**src/rtl/serial_paralelo.sv**
```systemverilog
// Dibit-to-byte deserializer: hunts for the COMMA byte at any dibit offset, confirms
// alignment over BC_COUNT consecutive aligned commas, then emits {valid, data} per byte.
module serial_paralelo #(
    parameter logic [7:0] COMMA    = 8'hBC,
    parameter int         BC_COUNT = 4
) (
    input  logic       clk16f,
    input  logic       reset_L,
    input  logic [1:0] serial,
    output logic [8:0] paralelo_out,
    output logic       active
);

    localparam int CW = $clog2(BC_COUNT + 1);

    typedef enum logic [1:0] {
        BUSCANDO,
        ALINEANDO,
        SINCRONIZADO
    } state_t;

    state_t        state, state_next;
    // Only the six most recent bits are ever needed to form the candidate byte.
    logic [5:0]    shreg;
    logic [7:0]    cand;
    logic [1:0]    fase, fase_next;
    logic [CW-1:0] bc_cnt, bc_cnt_next, bc_inc;
    logic [8:0]    paralelo_next;
    logic          active_next;
    logic          boundary;
    logic          is_comma;

    assign cand     = {shreg, serial};
    assign is_comma = (cand == COMMA);
    assign boundary = (fase == 2'd3);
    assign bc_inc   = bc_cnt + CW'(1);

    always_ff @(posedge clk16f or negedge reset_L) begin
        if (!reset_L) begin
            state        <= BUSCANDO;
            shreg        <= '0;
            fase         <= '0;
            bc_cnt       <= '0;
            paralelo_out <= '0;
            active       <= 1'b0;
        end else begin
            state        <= state_next;
            shreg        <= cand[5:0];
            fase         <= fase_next;
            bc_cnt       <= bc_cnt_next;
            paralelo_out <= paralelo_next;
            active       <= active_next;
        end
    end

    always_comb begin
        state_next    = state;
        fase_next     = fase + 2'd1;
        bc_cnt_next   = bc_cnt;
        paralelo_next = paralelo_out;
        active_next   = active;
        case (state)
            BUSCANDO: begin
                // Any dibit offset may start a byte; the comma fixes the phase.
                if (is_comma) begin
                    fase_next   = 2'd0;
                    bc_cnt_next = CW'(1);
                    state_next  = ALINEANDO;
                end
            end
            ALINEANDO: begin
                if (boundary) begin
                    if (is_comma) begin
                        bc_cnt_next = bc_inc;
                        if (bc_inc == CW'(BC_COUNT)) begin
                            state_next  = SINCRONIZADO;
                            active_next = 1'b1;
                        end
                    end else begin
                        bc_cnt_next = '0;
                        state_next  = BUSCANDO;
                    end
                end
            end
            SINCRONIZADO: begin
                // Commas are idle fill and are reported as an invalid word.
                if (boundary) begin
                    paralelo_next = is_comma ? 9'h000 : {1'b1, cand};
                end
            end
            default: begin
                state_next = BUSCANDO;
            end
        endcase
    end

endmodule

```
**config.mk**
```make
export PLATFORM = sky130hd
export DESIGN_NAME = serial_paralelo
export DESIGN_NICKNAME = d
export VERILOG_FILES = /design/src/rtl/serial_paralelo.sv
export SDC_FILE = /design/constraint.sdc
export NUM_CORES = 1
export LEC_CHECK = 0
export CORE_AREA = 3 3 47 49
export DETAILED_ROUTE_END_ITERATION = 10
export DIE_AREA = 0 0 50 52
export GPL_TIMING_DRIVEN = 0
export MAX_ROUTING_LAYER = met4
export PLACE_DENSITY = 0.78
export RECOVER_POWER = 50
export REMOVE_ABC_BUFFERS = 1
export SYNTH_ARGS = -nofsm -noshare
export SYNTH_HDL_FRONTEND = slang
export SYNTH_SLANG_ARGS = --single-unit
```
**constraint.sdc**
```tcl
create_clock -name clk16f -period 4.15 [get_ports clk16f]
set_input_delay 0.83 -clock clk16f [delete_from_list [all_inputs] [get_ports clk16f]]
set_output_delay 0.83 -clock clk16f [all_outputs]
set_load 0.02 [all_outputs]
```
==> flow_summary.ini <==
[run_status]
status = finished, final reports clean

[finish]
drive_above_1_share_pct = 8.74
fill_cells = 165
antennaDiodeCount = 0
area_growth_pct = 15.7
multi_input_area_um2 = 403
stdcell_count = 130
regArea_um2 = 576
final_nets = 111

[worst_setup_path]
crit_path_end_kind = flip-flop
crit_required_ps = 4330
startpoint = serial[1]
path_class = in2reg
cpPeakStageDelay_ps = 600
worstPathArrival_ps = 2380
crit_slowest_cell = dlygate4sd3_1
path_cells = dlygate4sd3_1, or4b_4, nor2_4, o311ai_0
worst-path-max-fanout = 9
reg2reg_from = shreg[4]
cp-start-kind = primary input

[clocking]
cts_resized = 0
cts_setup_buffers = 0
cts_buffers = 3
clk_pin_slew_ps = 120
cts-hold-fix-buffers = 0
cts_tree = yes
clk_latency_ps = 310
cts.sinks = 23
clk_path_buf_depth = 2
clock-root-buffer = clkbuf_4
htree_num_levels = 1

[global_route]
grt_pass1_wl_um = 3000
grt_antenna_before_repair = 0
grt.overflow.total = 0
first_global_vias = 665
grt_usage_pct = 15.8
grt_max_degree = 24

[sta]
relSlewSlack_pct = 34.5
max_freq_mhz = 454
maxSlewViolCount = 0
min_period_ps = 2200
rsz0062_at_grt = false
hold_viol_final = 0
finalCritPeriodShare_pct = 53.1
finClkSkew_ps = 3.85
setup_violations = 0
tns_ps = 0
tightestPinTransition_ps = 980

[power_and_ir_drop]
p_int_mw = 0.307
leakage_nw = 0.512
p_total_mw = 0.415
p_switching_mw = 0.109
p_clk_share_pct = 24.1
power_frac_seq_pct = 63.5
p_per_area_nw_per_um2 = 354
swShare_pct = 26.2
peakVddDrop_mv = 0.207
pwr-share-comb_pct = 12.3

[run]
drv_cap = 0

[logic_synthesis]
yosysMostFrequentCell = dfrtp_1
synth_adder_area_share_pct = 3.70
synth_top_family_by_area = simple AND/OR/NAND/NOR gates
syn_inst = 90
syn-mean-instance-area_um2 = 11.3
synth-seq-cells = 23
synth_compound_area_share_pct = 12.3
synth_flop_cell = dfrtp_1
synth_xor_area_share_pct = 0.863
syn_area_um2 = 1010
synthTopCellsByCount = 23 x dfrtp_1, 20 x nand2_1, 9 x o21ai_0, 3 x ha_1, 3 x nor2b_1
synth.area.mux_share_pct = 0
synthArstFlopShare_pct = 100
ys_seq_area_share_pct = 56.7
synth_area_leader_cell = dfrtp_1
synth.top_cells.by_area = dfrtp_1 57%, nand2_1 7.4%, o21ai_0 4.4%
synth_edf_count = 0
ys_types = 33
ys_warn_count = 0
synth_top_area_share_pct = 56.7
synth-simple-area-share_pct = 22.8

[drt]
drt-vias-per-instance = 5.54
drt_first_pass_iters = 6
drcViolationCount = 0
ant_nets = 0
drtIter0Drc = 18
vias = 720
wirelength_um = 1680
wl_per_cell_um = 12.9

[die]
dieArea_um2 = 2600
fp.coreArea_um2 = 1900
top_level_ports = 14
die_x_um = 50
die_y_um = 52
rows = 16
initial_core_util_pct = 53.4

[placement]
dp_hpwl_um = 1210
gp_congestion = 0.732
port_buffers = 13
dp.cells = 126

[hold_path]
min_path_type = reg2reg
min_from = fase[0]
[critical path, delay by kind of cell]
| family | cells | cell delay (ps) |
|---|---|---|
| buf+inv | 1 | 600 |
| compound gates | 1 | 130 |
| simple gates | 2 | 810 |
[cell families (layout without fill, tap and decap cells)]
logic type / count (synthesis) / after routing
adder cells (fa/ha/maj): 3 / 3
flip-flops: 23 / 23
buffers and inverters: 5 / 18
XOR/XNOR: 1 / 1
AO/OA/AOI/OAI: 19 / 19
AND/OR/NAND/NOR: 39 / 39
[power groups by stage]
stage	Combinational (mW)	Clock [mW]	Sequential, mW
detailed placement	0.0528	0	0.268
floorplan	0.0371	0	0.263
finish	0.0512	0.100	0.264
global route	0.0599	0.117	0.268
global placement	0.0499	0	0.267
CTS	0.0531	0.106	0.264
[sequential cells by signal, indices dropped and copies added, names as in the netlist]
register / count
bc_cnt: 3
shreg: 6
fase: 2
state: 2
paralelo_out: 9
active: 1
[stage by stage]
step                      worst slack (ps)  hold slack, ps  utilization [%]  instance area [um^2]
after floorplan                       2340             386                -                   982
after global placement                1740             399             60.3                  1150
after detailed placement              1720             403             60.3                  1150
after CTS                             2020             434             61.7                  1170
after global routing                  1880             463             61.7                  1170
final                                 1950             435             61.7                  1170
[final timing paths]
path | slack [ps] | cells after the start | end
worst max-delay path | 1950 | 4 | bc_cnt[2]
worst min-delay path | 430 | 1 | fase[0]
worst max register to register | 2650 | 3 | bc_cnt[2]
worst min register to register | 430 | 1 | fase[0]
max in group asynchronous | 2450 | 1 | state[1]
min in group asynchronous | 1110 | 1 | paralelo_out[7]
[layout by cell type, fill, tap and decap left out, drive strengths merged]
cell type	netlist	layout
nand3	2	2
nor4bb	1	1
o2111ai	1	1
nand4	1	1
o21ai	10	10
nand2	20	20
ha	3	3
and4b	1	1
and3	1	1
a21oi	2	2
a211oi	1	1
a31o	2	2
clkdlybuf4s50	0	10
inv	1	1
o311ai	1	1
and2b	1	1
nor2b	3	3
nor2	2	2
a21boi	1	1
a2bb2oi	1	1
dlygate4sd3	0	3
dfrtp	23	23
and3b	1	1
and4	1	1
nand3b	2	2
nor4b	1	1
nor3	1	1
clkinv	0	1
or4b	1	1
clkbuf	0	3
xor2	1	1
[layer usage]
metal | track usage [%] | part of all wire (%) | vias up
met4 | 8.29 | 2.0 | 0
met3 | 3.15 | 4.0 | 4
met1 | 20.0 | 46 | 353
li1 | - | - | 344
met5 | - | 0 | -
met2 | 24.1 | 48 | 19
[area by class of cell]
cell class	count	share of cell area, %
flip-flops and latches	23	49.0
clock inverters	1	0.426
inverters	1	0.320
multi-input cells	62	34.3
repair buffers	13	11.1
well taps	27	2.88
clock buffers	3	1.92
No activity file was read; power rests on OpenSTA's default activity.
